<file path="src/rtl/init_reset_sequencer_if.sv">
// init_reset_sequencer_if
//   Groups the INIT monitor / CCC status inputs, the fault RETRY pulse, and the
//   staged reset and status outputs of init_reset_sequencer.
//   master : environment side. Drives the monitor flags and RETRY, and observes
//            the resets and status.
//   slave  : sequencer side. Observes the flags and RETRY, and drives the resets
//            and status.
//   Signals:
//     FABRIC_POR_N, DEVICE_INIT_DONE, XCVR_INIT_DONE, PLL_LOCK  async status flags
//     RETRY                                                     1-cycle pulse, CLK domain
//     CORE_RST_N, DP_RST_N                                      active-low fabric resets
//     READY, FAULT, STATE[2:0], LOCK_LOSS_CNT[7:0]              status
interface init_reset_sequencer_if;
    logic       FABRIC_POR_N;
    logic       DEVICE_INIT_DONE;
    logic       XCVR_INIT_DONE;
    logic       PLL_LOCK;
    logic       RETRY;
    logic       CORE_RST_N;
    logic       DP_RST_N;
    logic       READY;
    logic       FAULT;
    logic [2:0] STATE;
    logic [7:0] LOCK_LOSS_CNT;

    modport master (
        output FABRIC_POR_N, DEVICE_INIT_DONE, XCVR_INIT_DONE, PLL_LOCK, RETRY,
        input  CORE_RST_N, DP_RST_N, READY, FAULT, STATE, LOCK_LOSS_CNT
    );

    modport slave (
        input  FABRIC_POR_N, DEVICE_INIT_DONE, XCVR_INIT_DONE, PLL_LOCK, RETRY,
        output CORE_RST_N, DP_RST_N, READY, FAULT, STATE, LOCK_LOSS_CNT
    );
endinterface

</file>
<file path="src/rtl/init_reset_sequencer.sv">
// init_reset_sequencer
//   Sequences staged reset release for the digitizer fabric from the PolarFire
//   INIT monitor flags and the sampling PLL lock. Core logic is released first
//   and the ADC datapath second. The sequencer detects a PLL lock timeout and
//   loss of lock, re-sequences when lock recovers, and reports state and fault
//   status.
//   Ports:
//     CLK    system clock; the only clock
//     RESET  synchronous, active-high
//     bus    init_reset_sequencer_if.slave
//            inputs : FABRIC_POR_N, DEVICE_INIT_DONE, XCVR_INIT_DONE, PLL_LOCK (async), RETRY
//            outputs: CORE_RST_N, DP_RST_N, READY, FAULT, STATE, LOCK_LOSS_CNT (all registered)
module init_reset_sequencer #(
    parameter int unsigned SYNC_STAGES   = 2,
    parameter bit          USE_XCVR      = 1'b0,
    parameter int unsigned RELEASE_DELAY = 16,
    parameter int unsigned LOCK_TIMEOUT  = 65535
) (
    input  logic                   CLK,
    input  logic                   RESET,
    init_reset_sequencer_if.slave  bus
);

    typedef enum logic [2:0] {
        S_POR       = 3'd0,
        S_WAIT_INIT = 3'd1,
        S_WAIT_LOCK = 3'd2,
        S_REL_CORE  = 3'd3,
        S_REL_DP    = 3'd4,
        S_RUN       = 3'd5,
        S_FAULT     = 3'd6
    } state_t;

    localparam int unsigned CNT_MAX = (LOCK_TIMEOUT > RELEASE_DELAY) ? LOCK_TIMEOUT : RELEASE_DELAY;
    localparam int unsigned CNT_W   = $clog2(CNT_MAX + 1);
    localparam logic [CNT_W-1:0] LOCK_LAST = CNT_W'(LOCK_TIMEOUT - 1);
    localparam logic [CNT_W-1:0] REL_LAST  = CNT_W'(RELEASE_DELAY - 1);

    // Output bundle packing: {CORE_RST_N, DP_RST_N, READY, FAULT}.
    localparam logic [3:0] OUT_OFF   = 4'b0000;
    localparam logic [3:0] OUT_CORE  = 4'b1000;
    localparam logic [3:0] OUT_DP    = 4'b1100;
    localparam logic [3:0] OUT_RUN   = 4'b1110;
    localparam logic [3:0] OUT_FAULT = 4'b0001;

    // Synchroniser chain. Each entry packs {por_n, init_done, xcvr_done, lock}.
    logic [3:0] sync_q [SYNC_STAGES];

    always_ff @(posedge CLK) begin
        if (RESET) begin
            for (int unsigned i = 0; i < SYNC_STAGES; i++) begin
                sync_q[i] <= '0;
            end
        end else begin
            sync_q[0] <= {bus.FABRIC_POR_N, bus.DEVICE_INIT_DONE, bus.XCVR_INIT_DONE, bus.PLL_LOCK};
            for (int unsigned i = 1; i < SYNC_STAGES; i++) begin
                sync_q[i] <= sync_q[i-1];
            end
        end
    end

    logic por_n_s;
    logic init_done_s;
    logic xcvr_done_s;
    logic lock_s;
    logic init_ok;

    assign {por_n_s, init_done_s, xcvr_done_s, lock_s} = sync_q[SYNC_STAGES-1];
    assign init_ok = init_done_s & (xcvr_done_s | ~USE_XCVR);

    state_t           state_q;
    logic [CNT_W-1:0] cnt_q;
    logic [3:0]       outs_q;
    logic [7:0]       lock_loss_q;

    // Each transition loads the output bundle of the destination state, so the
    // outputs change on the same edge as STATE.
    always_ff @(posedge CLK) begin
        if (RESET) begin
            state_q     <= S_POR;
            cnt_q       <= '0;
            outs_q      <= OUT_OFF;
            lock_loss_q <= '0;
        end else if (state_q != S_POR && !por_n_s) begin
            state_q <= S_POR;
            cnt_q   <= '0;
            outs_q  <= OUT_OFF;
        end else begin
            case (state_q)
                S_POR: begin
                    cnt_q  <= '0;
                    outs_q <= OUT_OFF;
                    if (por_n_s) begin
                        state_q <= S_WAIT_INIT;
                    end
                end
                S_WAIT_INIT: begin
                    if (init_ok) begin
                        state_q <= S_WAIT_LOCK;
                        cnt_q   <= '0;
                    end
                end
                S_WAIT_LOCK: begin
                    if (lock_s) begin
                        state_q <= S_REL_CORE;
                        cnt_q   <= '0;
                        outs_q  <= OUT_CORE;
                    end else if (cnt_q == LOCK_LAST) begin
                        state_q <= S_FAULT;
                        cnt_q   <= '0;
                        outs_q  <= OUT_FAULT;
                    end else begin
                        cnt_q <= cnt_q + CNT_W'(1);
                    end
                end
                S_REL_CORE: begin
                    if (!lock_s) begin
                        state_q <= S_WAIT_LOCK;
                        cnt_q   <= '0;
                        outs_q  <= OUT_OFF;
                    end else if (cnt_q == REL_LAST) begin
                        state_q <= S_REL_DP;
                        cnt_q   <= '0;
                        outs_q  <= OUT_DP;
                    end else begin
                        cnt_q <= cnt_q + CNT_W'(1);
                    end
                end
                S_REL_DP: begin
                    if (!lock_s) begin
                        state_q <= S_WAIT_LOCK;
                        cnt_q   <= '0;
                        outs_q  <= OUT_OFF;
                    end else if (cnt_q == REL_LAST) begin
                        state_q <= S_RUN;
                        cnt_q   <= '0;
                        outs_q  <= OUT_RUN;
                    end else begin
                        cnt_q <= cnt_q + CNT_W'(1);
                    end
                end
                S_RUN: begin
                    if (!lock_s) begin
                        state_q <= S_WAIT_LOCK;
                        cnt_q   <= '0;
                        outs_q  <= OUT_OFF;
                        if (lock_loss_q != 8'hFF) begin
                            lock_loss_q <= lock_loss_q + 8'd1;
                        end
                    end
                end
                S_FAULT: begin
                    if (bus.RETRY) begin
                        state_q <= S_WAIT_INIT;
                        cnt_q   <= '0;
                        outs_q  <= OUT_OFF;
                    end
                end
                default: begin
                    state_q <= S_POR;
                    cnt_q   <= '0;
                    outs_q  <= OUT_OFF;
                end
            endcase
        end
    end

    assign bus.CORE_RST_N    = outs_q[3];
    assign bus.DP_RST_N      = outs_q[2];
    assign bus.READY         = outs_q[1];
    assign bus.FAULT         = outs_q[0];
    assign bus.STATE         = state_q;
    assign bus.LOCK_LOSS_CNT = lock_loss_q;

endmodule

</file>
<file path="src/flat_wrapper.sv">
// flat-port wrapper written by rule: the top's interface ports become plain ports
module init_reset_sequencer_flat 
#(
    parameter int unsigned SYNC_STAGES   = 2,
    parameter bit          USE_XCVR      = 1'b0,
    parameter int unsigned RELEASE_DELAY = 16,
    parameter int unsigned LOCK_TIMEOUT  = 65535
)
  (CLK, RESET, bus_FABRIC_POR_N, bus_DEVICE_INIT_DONE, bus_XCVR_INIT_DONE, bus_PLL_LOCK, bus_RETRY, bus_CORE_RST_N, bus_DP_RST_N, bus_READY, bus_FAULT, bus_STATE, bus_LOCK_LOSS_CNT);
  init_reset_sequencer_if bus_i ();
  input  logic CLK;
  input  logic RESET;
  input wire logic [$bits(bus_i.FABRIC_POR_N)-1:0] bus_FABRIC_POR_N;
  input wire logic [$bits(bus_i.DEVICE_INIT_DONE)-1:0] bus_DEVICE_INIT_DONE;
  input wire logic [$bits(bus_i.XCVR_INIT_DONE)-1:0] bus_XCVR_INIT_DONE;
  input wire logic [$bits(bus_i.PLL_LOCK)-1:0] bus_PLL_LOCK;
  input wire logic [$bits(bus_i.RETRY)-1:0] bus_RETRY;
  output wire logic [$bits(bus_i.CORE_RST_N)-1:0] bus_CORE_RST_N;
  output wire logic [$bits(bus_i.DP_RST_N)-1:0] bus_DP_RST_N;
  output wire logic [$bits(bus_i.READY)-1:0] bus_READY;
  output wire logic [$bits(bus_i.FAULT)-1:0] bus_FAULT;
  output wire logic [$bits(bus_i.STATE)-1:0] bus_STATE;
  output wire logic [$bits(bus_i.LOCK_LOSS_CNT)-1:0] bus_LOCK_LOSS_CNT;
  assign bus_i.FABRIC_POR_N = bus_FABRIC_POR_N;
  assign bus_i.DEVICE_INIT_DONE = bus_DEVICE_INIT_DONE;
  assign bus_i.XCVR_INIT_DONE = bus_XCVR_INIT_DONE;
  assign bus_i.PLL_LOCK = bus_PLL_LOCK;
  assign bus_i.RETRY = bus_RETRY;
  assign bus_CORE_RST_N = bus_i.CORE_RST_N;
  assign bus_DP_RST_N = bus_i.DP_RST_N;
  assign bus_READY = bus_i.READY;
  assign bus_FAULT = bus_i.FAULT;
  assign bus_STATE = bus_i.STATE;
  assign bus_LOCK_LOSS_CNT = bus_i.LOCK_LOSS_CNT;
  init_reset_sequencer #(.SYNC_STAGES(SYNC_STAGES), .USE_XCVR(USE_XCVR), .RELEASE_DELAY(RELEASE_DELAY), .LOCK_TIMEOUT(LOCK_TIMEOUT)) u_core (.CLK(CLK), .RESET(RESET), .bus(bus_i));
endmodule
</file>
<file path="config.mk">
export PLATFORM = sky130hd
export DESIGN_NAME = init_reset_sequencer_flat
export DESIGN_NICKNAME = d
export VERILOG_FILES = /design/src/rtl/init_reset_sequencer_if.sv /design/src/rtl/init_reset_sequencer.sv /design/src/flat_wrapper.sv
export SDC_FILE = /design/constraint.sdc
export NUM_CORES = 1
export LEC_CHECK = 0
export CORE_MARGIN = 1.5
export CORE_UTILIZATION = 40
export CTS_CLUSTER_DIAMETER = 120
export DETAILED_ROUTE_END_ITERATION = 7
export PLACE_DENSITY = 0.68
export SLEW_MARGIN = 40
export SYNTH_ARGS = -nofsm -noshare
export SYNTH_HDL_FRONTEND = slang
export SYNTH_SLANG_ARGS = --single-unit
</file>
<file path="constraint.sdc">
create_clock -name CLK -period 2.33 [get_ports CLK]
set_input_delay 0.233 -clock CLK [delete_from_list [all_inputs] [get_ports CLK]]
set_output_delay 0.233 -clock CLK [all_outputs]
set_load 0.01 [all_outputs]
</file>
==> flow_summary.toml <==
[timing]
finalHoldViolCount = 0
tightest_slew_ps = 608
finalCriticalPeriod_ps = 2050
hold_ws_ps = 445
setup_violations = 0
rsz0062_at_grt = "false"
period_share = 0.880
fin_tns_setup_ps = 0
layout_setup_ws_ps = 281
relSlewSlack = 0.595
timing.fmax_mhz = 488
finalMaxSlewViolations = 0
skew_ps = 8.53

[worst_hold_path]
min_to = "u_core.sync_q[0][4]"
whs_path_depth = 1
min-delay-start = "u_core.sync_q[0][0]"
hold_path_class = "reg2reg"

[clock_tree]
cts_buffers = 5
cts-resized-gates = 0
cts.sinks = 37
clockBufferDepth = 2
clock_latency_ps = 300
cts_tree = "built"
ctsHtreeMaxLevel = 2
postCtsHoldBufs = 0
path_clk_slew_ps = 80
cts_setup_buffers = 0
cts-root-buf = "clkbuf_8"

[grt]
first_global_vias = 1585
antenna_found_initial = 0
grt.overflow.total = 0
grt_pass1_wl_mm = 7.37
grt_usage = 0.177
grt_max_degree = 14

[finish]
syn_to_final_growth_pct = 22.0
fillCellCount = 463
layout-drive-gt1-share = 0.134
final_cells = 328
nets = 270
finish.utilization = 0.510
antennaDiodeCount = 0

[die]
pin_count = 22
die_w_um = 73.7
core_sq_um = 4790
rows = 25
fp.dieH_um = 73.7
dieArea_sq_um = 5430
initial_core_util = 0.418

[setup_path]
endpoint_kind = "register"
r2r_cells = 5
rrSetupSlack_ps = 280
crit_required_ps = 2530
crit_path_max_incr_delay_ps = 520
r2r_start = "u_core.bus.STATE[2]"
crit_family = "compound AO/OA/AOI/OAI gates"
r2r-end = "u_core.bus.STATE[1]"
path_class = "reg2reg"
cp-start-kind = "register"
crit_fanout = 12
slowest_stage = "o2bb2ai_1"
critical_path.cell_chain = "nand2b_1 -> or3_1 -> o2bb2ai_1 -> nor3_1 -> a311oi_1"
cp.arrival_ps = 2250
critPathBufInv = 0

[synth]
postSynthCellCount = 233
yosysWarnings = 0
synth_seq_cells = 37
syn_avg_cell_area_sq_um = 8.59
yosysUniqueCellTypes = 58
synthArstFlopShare = 0
syn_nets = 243
syn-cell-area_sq_um = 2000
ys.flop_type = "dfxtp_1"
seq_area_frac_synth = 0.370
synth_edf_count = 0

[route]
routed_wl_mm = 4.41
drc = 0
ant_nets = 0
drt-vias-per-instance = 5.45
first_pass_iters = 4
routedWlPerCell_um = 13.4
vias = 1788
drt-initial-drc-count = 142

[power_and_ir_drop]
vdd_ir_drop_max_mv = 0.373
p_leak_nw = 0.845
p_per_area_nw_per_um2 = 781

[status]
status = "finished clean"

[placed_design]
gp_congestion = 0.850
dpl.cell_count = 320
hpwl_mm = 3.10
post-place-ws_ps = 340
numPortBuffers = 20

[flow_run]
drv_cap = 0
-- per-stage QoR --
stage | cell area, sq um | total power [mW]
final | 2440 | 1.91
after global placement | 2300 | 1.23
after detailed placement | 2300 | 1.23
after CTS | 2440 | 1.92
after global routing | 2440 | 2.01
after floorplan | 2000 | 1.08
-- sequential cells by signal (all words and copies together), names as in the netlist --
register and cells:
u_core.cnt_q 16, u_core.bus.STATE 3, u_core.bus.LOCK_LOSS_CNT 8, u_core.sync_q 6, u_core.outs_q 4
-- worst max path at each step --
stage / startpoint / to / slack (ps) / cells past startpoint
4_1_cts: u_core.cnt_q[0] / u_core.bus.STATE[1] / 300 / 7
6_report: u_core.bus.STATE[2] / u_core.bus.STATE[1] / 280 / 5
3_5_place_dp: u_core.cnt_q[0] / u_core.bus.STATE[1] / 340 / 6
2_1_floorplan: u_core.bus.STATE[0] / u_core.cnt_q[11] / 540 / 7
5_1_grt: u_core.bus.STATE[2] / u_core.bus.STATE[1] / 150 / 5
3_3_place_gp: u_core.cnt_q[0] / u_core.bus.STATE[1] / 360 / 6
-- kinds of logic (layout without fill, tap and decap cells) --
group / after synthesis / count (layout) / share of synthesized area
and+or+nand+nor: 105 / 105 / 0.300
AOI/OAI and AO/OA: 60 / 60 / 0.218
DFF: 37 / 37 / 0.370
adders and majority gates: 3 / 3 / 0.0188
buffers and inverters: 18 / 46 / 0.0494
muxes: 1 / 1 / 0.00500
xor gates and xnor gates: 9 / 9 / 0.0394
-- layout by cell type, fill, tap and decap left out, types with 3 or more instances in the layout --
| master | instances |
|---|---|
| nor4_1 | 5 |
| a21oi_2 | 3 |
| nor2_1 | 20 |
| clkdlybuf4s50_1 | 20 |
| nand4_1 | 9 |
| ha_1 | 3 |
| xnor2_1 | 9 |
| buf_4 | 9 |
| nand2_1 | 16 |
| nor3_1 | 8 |
| clkbuf_8 | 5 |
| a21oi_1 | 9 |
| nand3_1 | 12 |
| nor2b_1 | 7 |
| nand2_2 | 4 |
| nand2b_1 | 3 |
| and2_1 | 3 |
| a31oi_1 | 11 |
| dfxtp_1 | 37 |
| and3_1 | 3 |
| inv_1 | 8 |
| o21ai_0 | 10 |
-- cell type report --
| cell class | instances | area [sq um] | share of cell area |
|---|---|---|---|
| tap | 67 | 83.8 | 0.0343 |
| inverter | 8 | 30.0 | 0.0123 |
| multi-input combinational | 178 | 1160 | 0.476 |
| timing repair buffer | 30 | 288 | 0.118 |
| sequential | 37 | 741 | 0.303 |
| clock buffer | 5 | 68.8 | 0.0282 |
| clock inverter | 3 | 68.8 | 0.0282 |
-- worst register-to-register path, stage by stage, from the launching register on --
cell and delay [ps]:
dfxtp_1 420, nand2b_1 200, or3_1 370, o2bb2ai_1 520
nor3_1 160, a311oi_1 290
-- metal layers --
| metal | GRT usage | vias to the layer above | share of wire |
|---|---|---|---|
| met5 | 0 | - | 0 |
| met4 | 0.0761 | 0 | 0.012 |
| met3 | 0.0370 | 4 | 0.047 |
| met2 | 0.269 | 40 | 0.46 |
| met1 | 0.240 | 823 | 0.48 |
| li1 | - | 921 | - |
-- synth_stat cells (3+ instances only) --
cell type,count,area [sq um]
clkbuf_1,5,18.8
a31oi_1,11,68.8
nor4_1,5,31.3
nor3_1,8,40.0
a21oi_1,9,45.0
ha_1,3,37.5
nand2b_1,3,18.8
and2_1,3,18.8
nand2_2,4,25.0
nor2b_1,7,43.8
nand3_1,12,60.1
inv_1,8,30.0
and3_1,3,18.8
nand4_1,9,56.3
xnor2_1,9,78.8
dfxtp_1,37,741
nand2_1,16,60.1
o21ai_0,10,50.1
a21oi_2,3,26.3
nor2_1,20,75.1
-- power by group --
group | internal [mW] | switching, mW
clock | 0.431 | 0.249
combinational | 0.232 | 0.277
sequential | 0.660 | 0.0572
No activity file was read; power rests on OpenSTA's default activity.
